===== src/rtl/dma_axil_wr_arbiter_pkg.sv =====
// Shared encodings for the DMA AXI-Lite write arbiter: FSM states, watchdog width, BRESP codes.
// Imported by the arbiter top and reusable by the sibling read/response arbiters.
package dma_axil_wr_arbiter_pkg;

  localparam int DMA_ARB_WR_FSM_WIDTH = 2;
  localparam int AXIL_CNT_WIDTH       = 8;

  typedef enum logic [DMA_ARB_WR_FSM_WIDTH-1:0] {
    FSM_DMA_ARB_WR_IDLE     = 2'd0,
    FSM_DMA_ARB_WR_CH0      = 2'd1,
    FSM_DMA_ARB_WR_CH1      = 2'd2,
    FSM_DMA_ARB_WR_ABORTING = 2'd3
  } dma_arb_wr_state_e;

  localparam logic [1:0] AXIL_BRESP_OKAY   = 2'b00;
  localparam logic [1:0] AXIL_BRESP_SLVERR = 2'b10;

endpackage


===== src/rtl/dma_axil_wr_arbiter_rr_arb2.sv =====
// Two-requester round-robin picker: combinational one-hot grant, pointer flips on contended grant when enabled.
// Zero-latency pick; the caller decides when a pick is consumed via i_en.
module dma_rr_arb2 (
  input  logic       i_clk,
  input  logic       i_reset,
  input  logic [1:0] i_req,
  input  logic       i_en,
  output logic [1:0] o_gnt
);

  logic ptr_q, ptr_d;

  always_comb begin
    o_gnt = 2'b00;
    ptr_d = ptr_q;
    case (i_req)
      2'b01: o_gnt = 2'b01;
      2'b10: o_gnt = 2'b10;
      2'b11: begin
        // ptr_q = 0 favours ch0; the loser becomes the favourite next time
        o_gnt = ptr_q ? 2'b10 : 2'b01;
        if (i_en) ptr_d = ~ptr_q;
      end
      default: o_gnt = 2'b00;
    endcase
  end

  always_ff @(posedge i_clk) begin
    if (i_reset) ptr_q <= 1'b0;
    else         ptr_q <= ptr_d;
  end

endmodule


===== src/rtl/dma_axil_wr_arbiter.sv =====
// Round-robin arbiter of two DMA write channels onto one AXI-Lite master; grant one cycle after request,
// AW/W/B forwarded combinationally; abort drains outstanding master beats, swallows B, returns SLVERR.
module dma_axil_wr_arbiter
  import dma_axil_wr_arbiter_pkg::*;
#(
  parameter int ADDR_WIDTH = 32,
  parameter int DATA_WIDTH = 32,
  parameter int TIMEOUT    = 255
) (
  input  logic                    i_clk,
  input  logic                    i_reset,
  input  logic                    i_abort,
  input  logic [ADDR_WIDTH-1:0]   i_ch0_awaddr,
  input  logic                    i_ch0_awvalid,
  output logic                    o_ch0_awready,
  input  logic [DATA_WIDTH-1:0]   i_ch0_wdata,
  input  logic [DATA_WIDTH/8-1:0] i_ch0_wstrb,
  input  logic                    i_ch0_wvalid,
  output logic                    o_ch0_wready,
  output logic [1:0]              o_ch0_bresp,
  output logic                    o_ch0_bvalid,
  input  logic                    i_ch0_bready,
  input  logic [ADDR_WIDTH-1:0]   i_ch1_awaddr,
  input  logic                    i_ch1_awvalid,
  output logic                    o_ch1_awready,
  input  logic [DATA_WIDTH-1:0]   i_ch1_wdata,
  input  logic [DATA_WIDTH/8-1:0] i_ch1_wstrb,
  input  logic                    i_ch1_wvalid,
  output logic                    o_ch1_wready,
  output logic [1:0]              o_ch1_bresp,
  output logic                    o_ch1_bvalid,
  input  logic                    i_ch1_bready,
  output logic [ADDR_WIDTH-1:0]   o_m_awaddr,
  output logic                    o_m_awvalid,
  input  logic                    i_m_awready,
  output logic [DATA_WIDTH-1:0]   o_m_wdata,
  output logic [DATA_WIDTH/8-1:0] o_m_wstrb,
  output logic                    o_m_wvalid,
  input  logic                    i_m_wready,
  input  logic [1:0]              i_m_bresp,
  input  logic                    i_m_bvalid,
  output logic                    o_m_bready,
  output logic [1:0]              o_grant,
  output logic                    o_busy,
  output logic                    o_abort_done,
  output logic                    o_timeout
);

  localparam int STRB_WIDTH = DATA_WIDTH / 8;
  localparam logic [AXIL_CNT_WIDTH-1:0] CNT_TIMEOUT = AXIL_CNT_WIDTH'(TIMEOUT);

  dma_arb_wr_state_e           state_q, state_d;
  logic [1:0]                  gnt_q, gnt_d;
  logic                        aw_done_q, aw_done_d;
  logic                        w_done_q, w_done_d;
  logic [AXIL_CNT_WIDTH-1:0]   cnt_q, cnt_d;
  logic [1:0]                  err_pend_q, err_pend_d;
  logic                        abort_done_q, abort_done_d;
  logic                        timeout_q, timeout_d;
  logic [ADDR_WIDTH-1:0]       lat_awaddr_q, lat_awaddr_d;
  logic [DATA_WIDTH-1:0]       lat_wdata_q, lat_wdata_d;
  logic [STRB_WIDTH-1:0]       lat_wstrb_q, lat_wstrb_d;

  logic                        sel_awvalid, sel_wvalid, sel_bready;
  logic [ADDR_WIDTH-1:0]       sel_awaddr;
  logic [DATA_WIDTH-1:0]       sel_wdata;
  logic [STRB_WIDTH-1:0]       sel_wstrb;
  logic                        fwd_awready, fwd_wready, fwd_bvalid;
  logic                        aw_hs, w_hs, b_hs;
  logic [1:0]                  arb_req, arb_gnt;
  logic                        arb_en;

  // A channel still owed an abort SLVERR must collect it before it can win again
  assign arb_req = {i_ch1_awvalid & ~err_pend_q[1], i_ch0_awvalid & ~err_pend_q[0]};

  dma_rr_arb2 u_rr_arb (
    .i_clk   (i_clk),
    .i_reset (i_reset),
    .i_req   (arb_req),
    .i_en    (arb_en),
    .o_gnt   (arb_gnt)
  );

  always_comb begin
    sel_awvalid = 1'b0;
    sel_wvalid  = 1'b0;
    sel_bready  = 1'b0;
    sel_awaddr  = '0;
    sel_wdata   = '0;
    sel_wstrb   = '0;
    if (gnt_q[0]) begin
      sel_awvalid = i_ch0_awvalid;
      sel_wvalid  = i_ch0_wvalid;
      sel_bready  = i_ch0_bready;
      sel_awaddr  = i_ch0_awaddr;
      sel_wdata   = i_ch0_wdata;
      sel_wstrb   = i_ch0_wstrb;
    end else if (gnt_q[1]) begin
      sel_awvalid = i_ch1_awvalid;
      sel_wvalid  = i_ch1_wvalid;
      sel_bready  = i_ch1_bready;
      sel_awaddr  = i_ch1_awaddr;
      sel_wdata   = i_ch1_wdata;
      sel_wstrb   = i_ch1_wstrb;
    end
  end

  always_comb begin
    o_m_awvalid = 1'b0;
    o_m_awaddr  = '0;
    o_m_wvalid  = 1'b0;
    o_m_wdata   = '0;
    o_m_wstrb   = '0;
    o_m_bready  = 1'b0;
    fwd_awready = 1'b0;
    fwd_wready  = 1'b0;
    fwd_bvalid  = 1'b0;
    case (state_q)
      FSM_DMA_ARB_WR_CH0, FSM_DMA_ARB_WR_CH1: begin
        o_m_awvalid = sel_awvalid & ~aw_done_q;
        o_m_awaddr  = sel_awaddr;
        o_m_wvalid  = sel_wvalid & ~w_done_q;
        o_m_wdata   = sel_wdata;
        o_m_wstrb   = sel_wstrb;
        fwd_awready = i_m_awready & ~aw_done_q;
        fwd_wready  = i_m_wready & ~w_done_q;
        fwd_bvalid  = i_m_bvalid & aw_done_q & w_done_q;
        o_m_bready  = sel_bready & aw_done_q & w_done_q;
      end
      FSM_DMA_ARB_WR_ABORTING: begin
        // Beats already offered to the master are held from the latch until accepted
        o_m_awvalid = ~aw_done_q;
        o_m_awaddr  = lat_awaddr_q;
        o_m_wvalid  = ~w_done_q;
        o_m_wdata   = lat_wdata_q;
        o_m_wstrb   = lat_wstrb_q;
        o_m_bready  = aw_done_q & w_done_q;
      end
      default: ;
    endcase
  end

  assign aw_hs = o_m_awvalid & i_m_awready;
  assign w_hs  = o_m_wvalid & i_m_wready;
  assign b_hs  = i_m_bvalid & o_m_bready;

  always_comb begin
    state_d      = state_q;
    gnt_d        = gnt_q;
    aw_done_d    = aw_done_q | aw_hs;
    w_done_d     = w_done_q | w_hs;
    cnt_d        = '0;
    err_pend_d   = err_pend_q & ~{i_ch1_bready, i_ch0_bready};
    abort_done_d = 1'b0;
    timeout_d    = 1'b0;
    lat_awaddr_d = lat_awaddr_q;
    lat_wdata_d  = lat_wdata_q;
    lat_wstrb_d  = lat_wstrb_q;
    arb_en       = 1'b0;
    case (state_q)
      FSM_DMA_ARB_WR_IDLE: begin
        aw_done_d = 1'b0;
        w_done_d  = 1'b0;
        if (!i_abort && (arb_gnt != 2'b00)) begin
          arb_en  = 1'b1;
          gnt_d   = arb_gnt;
          state_d = arb_gnt[0] ? FSM_DMA_ARB_WR_CH0 : FSM_DMA_ARB_WR_CH1;
        end
      end
      FSM_DMA_ARB_WR_CH0, FSM_DMA_ARB_WR_CH1: begin
        if (b_hs) begin
          aw_done_d = 1'b0;
          w_done_d  = 1'b0;
          gnt_d     = 2'b00;
          state_d   = FSM_DMA_ARB_WR_IDLE;
        end else if (i_abort) begin
          // A beat the channel never offered is treated as done: nothing to drain
          aw_done_d    = aw_done_q | aw_hs | ~sel_awvalid;
          w_done_d     = w_done_q | w_hs | ~sel_wvalid;
          lat_awaddr_d = sel_awaddr;
          lat_wdata_d  = sel_wdata;
          lat_wstrb_d  = sel_wstrb;
          state_d      = FSM_DMA_ARB_WR_ABORTING;
        end
      end
      FSM_DMA_ARB_WR_ABORTING: begin
        cnt_d = cnt_q + 1'b1;
        if (b_hs || (cnt_d == CNT_TIMEOUT)) begin
          state_d      = FSM_DMA_ARB_WR_IDLE;
          gnt_d        = 2'b00;
          aw_done_d    = 1'b0;
          w_done_d     = 1'b0;
          cnt_d        = '0;
          abort_done_d = 1'b1;
          timeout_d    = ~b_hs;
          err_pend_d   = err_pend_d | gnt_q;
        end
      end
      default: begin
        state_d   = FSM_DMA_ARB_WR_IDLE;
        gnt_d     = 2'b00;
        aw_done_d = 1'b0;
        w_done_d  = 1'b0;
      end
    endcase
  end

  always_ff @(posedge i_clk) begin
    if (i_reset) begin
      state_q      <= FSM_DMA_ARB_WR_IDLE;
      gnt_q        <= 2'b00;
      aw_done_q    <= 1'b0;
      w_done_q     <= 1'b0;
      cnt_q        <= '0;
      err_pend_q   <= 2'b00;
      abort_done_q <= 1'b0;
      timeout_q    <= 1'b0;
      lat_awaddr_q <= '0;
      lat_wdata_q  <= '0;
      lat_wstrb_q  <= '0;
    end else begin
      state_q      <= state_d;
      gnt_q        <= gnt_d;
      aw_done_q    <= aw_done_d;
      w_done_q     <= w_done_d;
      cnt_q        <= cnt_d;
      err_pend_q   <= err_pend_d;
      abort_done_q <= abort_done_d;
      timeout_q    <= timeout_d;
      lat_awaddr_q <= lat_awaddr_d;
      lat_wdata_q  <= lat_wdata_d;
      lat_wstrb_q  <= lat_wstrb_d;
    end
  end

  assign o_ch0_awready = gnt_q[0] & fwd_awready;
  assign o_ch0_wready  = gnt_q[0] & fwd_wready;
  assign o_ch0_bvalid  = (gnt_q[0] & fwd_bvalid) | err_pend_q[0];
  assign o_ch0_bresp   = err_pend_q[0] ? AXIL_BRESP_SLVERR :
                         (gnt_q[0] & fwd_bvalid) ? i_m_bresp : AXIL_BRESP_OKAY;
  assign o_ch1_awready = gnt_q[1] & fwd_awready;
  assign o_ch1_wready  = gnt_q[1] & fwd_wready;
  assign o_ch1_bvalid  = (gnt_q[1] & fwd_bvalid) | err_pend_q[1];
  assign o_ch1_bresp   = err_pend_q[1] ? AXIL_BRESP_SLVERR :
                         (gnt_q[1] & fwd_bvalid) ? i_m_bresp : AXIL_BRESP_OKAY;

  assign o_grant      = gnt_q;
  assign o_busy       = (state_q != FSM_DMA_ARB_WR_IDLE);
  assign o_abort_done = abort_done_q;
  assign o_timeout    = timeout_q;

endmodule


===== config.mk =====
export PLATFORM = sky130hd
export DESIGN_NAME = dma_axil_wr_arbiter
export DESIGN_NICKNAME = d
export VERILOG_FILES = /design/src/rtl/dma_axil_wr_arbiter_pkg.sv /design/src/rtl/dma_axil_wr_arbiter_rr_arb2.sv /design/src/rtl/dma_axil_wr_arbiter.sv
export SDC_FILE = /design/constraint.sdc
export NUM_CORES = 1
export LEC_CHECK = 0
export CORE_MARGIN = 2
export CORE_UTILIZATION = 42
export CTS_BUF_LIST = sky130_fd_sc_hd__clkbuf_4 sky130_fd_sc_hd__clkbuf_8 sky130_fd_sc_hd__clkbuf_16
export DETAILED_ROUTE_END_ITERATION = 6
export PLACE_DENSITY = 0.83
export SLEW_MARGIN = 20
export SYNTH_ARGS = -nofsm -noshare
export SYNTH_HDL_FRONTEND = slang
export SYNTH_HIERARCHICAL = 1
export SYNTH_SLANG_ARGS = --single-unit

===== constraint.sdc =====
create_clock -name i_clk -period 2.4 [get_ports i_clk]
set_input_delay 0.48 -clock i_clk [delete_from_list [all_inputs] [get_ports i_clk]]
set_output_delay 0.48 -clock i_clk [all_outputs]
set_load 0.02 [all_outputs]

After elaboration in Yosys (flattened, before gate mapping)
Index checks and enable logic that the tools add are counted.

cells by class
  shift-type cells = 0
  $add $sub $neg = 1
  mux-type cells = 49
  multiply operators = 0
  equality and inequality tests = 11
  reductions and logical operators = 14
  div/mod/pow operators = 0
  order comparisons = 0
  bitwise operators = 39

operators by type and width
  kind                 number
  $mux 32              4
  $pmux 32 s2          2
  $mux 2               14
  $and 1x1->1          20
  $mux 1               18
  $pmux 2 s3           3
  $not 1->1            10
  $reduce_and 3->1     3
  $add 8x1->8 const B  1
  $eq 2x2->1 const B   4
  $eq 8x8->1 const B   1
  $mux 4               2
  $pmux 4 s2           1
  $ne 2x2->1 const B   3
  $or 1x1->1           6
  $pmux 1 s2           3
  $pmux 1 s3           2
  $reduce_or 3->1      2
  $eq 2x1->1 const B   2
  $reduce_bool 2->1    2
  $reduce_or 2->1      2
  $ne 3x3->1 const B   1
  $and 2x2->2          1
  $logic_not 2->1      1
  other kinds (6)      6

word-level totals
  output and inout port bits = 86
  RAM bits = 0
  memories kept = 0
  bits in latches = 0
  input bits = 150
  register bits after elaboration = 87
  logic and storage cells = 126
  bits in read-only memories = 0

Depth between registers and ports, before layout
  depth in word-level cells = 10
  gate-level depth with buffers = 9
  mapped depth without buffers = 7

Hierarchy
Netlist, hierarchy kept.

modules (own cells, without submodules)
  module               times used  area each (um^2)  cells each
  dma_axil_wr_arbiter  1           5,024.8           598
  dma_rr_arb2          1           70.1              8

Worst setup path before layout
No wires, ideal clock.

  kind = register to output
  start point = reg state_q[0]
  end point = out o_m_wdata[11]
  required time = 1.920 ns
  data arrival time = 1.909 ns
  buffers on the path = 3
  stages on the path, launching flop included = 8
  setup slack = 0.011 ns
  cell sequence = dfxtp_1 inv_1 ha_1 clkbuf_1 clkbuf_1 clkbuf_1 a22oi_1 nor2_1

between the ends
  longest elaborated chain between the ends = 3

RTL lines
  item                                             line                        text
  start, declared                                  dma_axil_wr_arbiter.sv:52   dma_arb_wr_state_e state_q, state_d;
  start signal, assigned                           dma_axil_wr_arbiter.sv:222  state_q <= state_d;
  $eq 2x1->1 / $eq 2x2->1 (equally long branches)  dma_axil_wr_arbiter.sv:118  case (state_q)
  $reduce_or 2->1                                  dma_axil_wr_arbiter.sv:118
  $pmux 32 s2 (*)                                  dma_axil_wr_arbiter.sv:118
  end, declared                                    dma_axil_wr_arbiter.sv:36   output logic [DATA_WIDTH-1:0] o_m_wdata,

Every way passes the cells marked *; elsewhere a longest branch is shown, timed or not.

Worst setup path in the final report
  start point = reg state_q[0]
  end point = out o_m_wdata[28]

The elaborated chain is that of the path after synthesis.

==> Implementation_results.wiki <==
{| class="wikitable"
! Metric !! Value
|-
| Critical Path AT || 1950 ps
|-
| Filler instances || 1027
|-
| Avg Inst Size Synth || 8.41 um2
|-
| Cell count after synthesis || 606
|-
| Core area || 11900 um2
|-
| Last weighted congestion value of the routability-driven placer || 0.884
|-
| Clock buffers created by TritonCTS || 9
|-
| Die Span X || 114 um
|-
| Count of boundary I/O pins || 236
|-
| Final worst slack || -25.7 ps
|-
| Initial core utilization || 42.8%
|-
| Crit path launch || state_q[0]
|-
| Run status || finished, violations left
|-
| Flip-flop cell with the highest count after synthesis || sky130_fd_sc_hd__dfxtp_1
|-
| Highest Clock Rate || 412 MHz
|-
| Number of vias after detailed routing || 5543
|-
| Register-to-register path setup slack || 140 ps
|-
| Post-synth EDFFs || 0
|-
| Power density normalized to cell area || 724 nW/um2
|-
| Start of the worst register-to-register path || state_q[0]
|-
| Actual transition at the worst max-transition pin || 428 ps
|-
| Share of async-settable or async-resettable flops after synthesis || 0%
|-
| Insertion delay to the later sink of the worst-skew pair || 320 ps
|-
| Number of maximum-capacitance violations || 0
|-
| Worst-path clk slew || 60 ps
|-
| Layout cells sized above 1 || 12.8%
|-
| Sequential fraction of the synthesis area || 34.2%
|-
| Worst-case reg-to-reg path depth || 10
|-
| Tightest slew margin relative to the limit || 71.4%
|-
| Main area contributors after synthesis || sky130_fd_sc_hd__dfxtp_1, sky130_fd_sc_hd__mux2i_1, sky130_fd_sc_hd__a22o_1
|-
| Critical path endpoint category || output port
|-
| Final std cells w/o fill || 981
|-
| Worst clock skew on the final layout || 7.78 ps
|-
| Worst supply voltage drop on vdd || 393 uV
|-
| GRT Residual Overflow || 0
|-
| Post-DP HPWL || 12200 um
|-
| Warnings, synthesis || 6
|-
| Antenna Violating Nets Remaining || 0
|-
| Detailed-route vias per instance || 5.65
|-
| CTS HTree Levels || 3
|-
| DRT iter0 DRCs || 294
|-
| Global-route wire length before repair || 26700 um
|-
| Leak Pwr || 0.00304 uW
|-
| Path class of the lowest-slack min-delay path || flip-flop to flip-flop
|-
| Violations in the final reports || negative setup slack
|-
| Die height || 114 um
|-
| Cell type with the largest total area after synthesis || sky130_fd_sc_hd__dfxtp_1
|-
| Netlist Area Pre-Place || 5090 um2
|-
| Number of design rule violations left after detail routing || 0
|-
| Total nets after synthesis || 761
|-
| Average wire length per cell after detail routing || 17.5 um
|-
| CTS Sinks || 87
|-
| Cts hold-fix bufs || 0
|-
| Via count of the first global-routing pass || 5581
|-
| Number of unique standard cell types used by synthesis || 43
|-
| Total area of sequential cells || 1740 um2
|-
| Number of optimization iterations in the first detailed-route pass || 4
|-
| Initial antenna violation count || 0
|-
| Final core area utilization || 66.5%
|-
| Crit path max fanout || 22
|-
| Fraction of post-synthesis cell area in the top cell type by area || 34.2%
|-
| Setup repair after global routing missed its margin || yes
|-
| Count of buffers from port buffering || 235
|-
| Cell Rows || 40
|-
| Post-layout minimum cycle time || 2430 ps
|-
| Total wire length || 17200 um
|-
| Deepest clock path buffer count || 2
|-
| Total count of max-transition violations in the final report || 0
|-
| Final Hold Viols || 0
|-
| Critical path class || flip-flop to output port
|-
| Data required, critical path || 1920 ps
|-
| Die area || 13000 um2
|-
| Placed insts || 964
|-
| Gr usage total || 25.1%
|-
| Nets@finish || 986
|-
| Capturing element of the worst setup path || o_m_wdata[28]
|-
| Period utilisation layout || 101%
|-
| Clock root buffer || sky130_fd_sc_hd__clkbuf_16
|-
| CTS tree || yes
|-
| Largest net degree at the start of global routing || 45
|-
| Diodes inserted || 0
|-
| Final setup viols || 1
|-
| Capture instance of the worst register-to-register path || lat_awaddr_q[19]
|-
| Area overhead of the layout relative to synthesis || 55.5%
|-
| Area used by multi-input combinational logic || 3060 um2
|-
| Flip-flop and latch count after synthesis || 87
|-
| Crit path launch type || flip-flop
|}
[placed cells by master, fill, tap and decap left out, drive strengths merged, types with 2 or more instances in the layout]
cell	instances
clkdlybuf4s50	153
nor2	153
dfxtp	87
mux2i	70
a22o	68
a22oi	68
buf	47
dlygate4sd2	35
clkbuf	31
clkdlybuf4s15	13
inv	12
nand2	12
nand2b	7
a21oi	7
a21o	6
a211oi	6
nand3	6
ha	5
nand3b	4
nor2b	3
nor3	3
o211ai	3
xor2	3
and3b	2
or2	2
xnor2	2
o22ai	2
o32ai	2
nor3b	2
bufinv	2
a21boi	2
[state kept, by name, summed over array words and instances, names as in the netlist]
signal and count:
w_done_q 1, aw_done_q 1, err_pend_q 2, cnt_q 8, lat_awaddr_q 32, lat_wstrb_q 4
lat_wdata_q 32, o_abort_done 1, o_grant 2, o_timeout 1, u_rr_arb/ptr_q 1, state_q 2
[report_power, final]
| group | internal [uW] | switching [uW] | leakage (uW) |
|---|---|---|---|
| Combinational | 1240 | 1420 | 0.00219 |
| Sequential | 1540 | 69.1 | 0.000702 |
| Clock | 910 | 545 | 0.000148 |
| Total | 3700 | 2040 | 0.00304 |
[metrics by stage]
stage               cell area (um2)  setup slack (ps)  hold slack [ps]  TNS, ps  total power [uW]
floorplan                      5090              11.4              437        0              3220
global placement               7730              -194              452    -1240              4100
detailed placement             7730              -249              477    -2640              4180
CTS                            8030             -30.9              498    -30.9              5710
global route                   7920             -85.0              516     -635              6020
finish                         7920             -25.7              498    -25.7              5730
[layer usage]
metal  vias up  part of all wire [%]  global-route usage [%]
met5         -                     0                       0
met4         0                   2.4                    8.86
met3        39                   5.8                    4.02
met2       209                    52                    47.1
met1      2655                    39                    28.5
li1       2640                     -                       -
[timing repair]
item | 4_1_cts | 5_1_grt
setup buffers | 0 | 1
endpoints found under the setup margin | 81 | 57
pin swaps | 0 | 0
cloned | 1 | 1
gates resized for setup | 140 | 51
[logic make-up (layout without fill, tap and decap cells)]
kind of cell / count (synthesis) / in the layout / share of synthesized area [%]
DFF: 87 / 87 / 34.2
xor gates and xnor gates: 5 / 5 / 0.860
muxes: 71 / 71 / 14.0
buffers and inverters: 68 / 296 / 6.29
and+or+nand+nor: 199 / 199 / 16.5
AOI/OAI and AO/OA: 171 / 171 / 26.9
adders and majority gates: 5 / 5 / 1.23
[area by class of cell]
class | count | area share (%)
multi-input cells | 451 | 38.6
clock inverters | 4 | 0.916
well taps | 147 | 2.32
inverters | 12 | 0.569
clock buffers | 10 | 2.94
repair buffers | 270 | 32.6
flip-flops and latches | 87 | 22.0
[worst min-delay path by stage]
stage / startpoint / slack (ps) / cells past startpoint / to
after floorplan: cnt_q[0] / 440 / 1 / cnt_q[0]
after global placement: cnt_q[0] / 450 / 1 / cnt_q[0]
after detailed placement: cnt_q[0] / 480 / 1 / cnt_q[0]
after CTS: cnt_q[0] / 500 / 1 / cnt_q[0]
after global routing: cnt_q[0] / 520 / 1 / cnt_q[0]
final: cnt_q[0] / 500 / 1 / cnt_q[0]
[synth_stat cells (2+ instances only)]
master	number
sky130_fd_sc_hd__a211oi_1	6
sky130_fd_sc_hd__a21boi_0	2
sky130_fd_sc_hd__a21o_1	6
sky130_fd_sc_hd__a21oi_1	6
sky130_fd_sc_hd__a22o_1	68
sky130_fd_sc_hd__a22oi_1	68
sky130_fd_sc_hd__and3b_1	2
sky130_fd_sc_hd__buf_1	4
sky130_fd_sc_hd__buf_2	4
sky130_fd_sc_hd__buf_6	8
sky130_fd_sc_hd__clkbuf_1	40
sky130_fd_sc_hd__dfxtp_1	87
sky130_fd_sc_hd__ha_1	5
sky130_fd_sc_hd__inv_1	12
sky130_fd_sc_hd__mux2i_1	70
sky130_fd_sc_hd__nand2_1	12
sky130_fd_sc_hd__nand2b_1	7
sky130_fd_sc_hd__nand3_1	6
sky130_fd_sc_hd__nand3b_1	4
sky130_fd_sc_hd__nor2_1	153
sky130_fd_sc_hd__nor2b_1	3
sky130_fd_sc_hd__nor3_1	3
sky130_fd_sc_hd__nor3b_1	2
sky130_fd_sc_hd__o211ai_1	3
sky130_fd_sc_hd__o22ai_1	2
sky130_fd_sc_hd__o32ai_1	2
sky130_fd_sc_hd__or2_2	2
sky130_fd_sc_hd__xnor2_1	2
sky130_fd_sc_hd__xor2_1	3
[critical path, cell delays in order, from the launching register on]
cell and delay [ps]:
sky130_fd_sc_hd__dfxtp_1 340, sky130_fd_sc_hd__inv_1 90, sky130_fd_sc_hd__ha_4 340, sky130_fd_sc_hd__bufbuf_16 340, sky130_fd_sc_hd__a22oi_1 100, sky130_fd_sc_hd__nor2_1 130, sky130_fd_sc_hd__clkdlybuf4s15_2 280
Power figures use the tool's default switching activity.
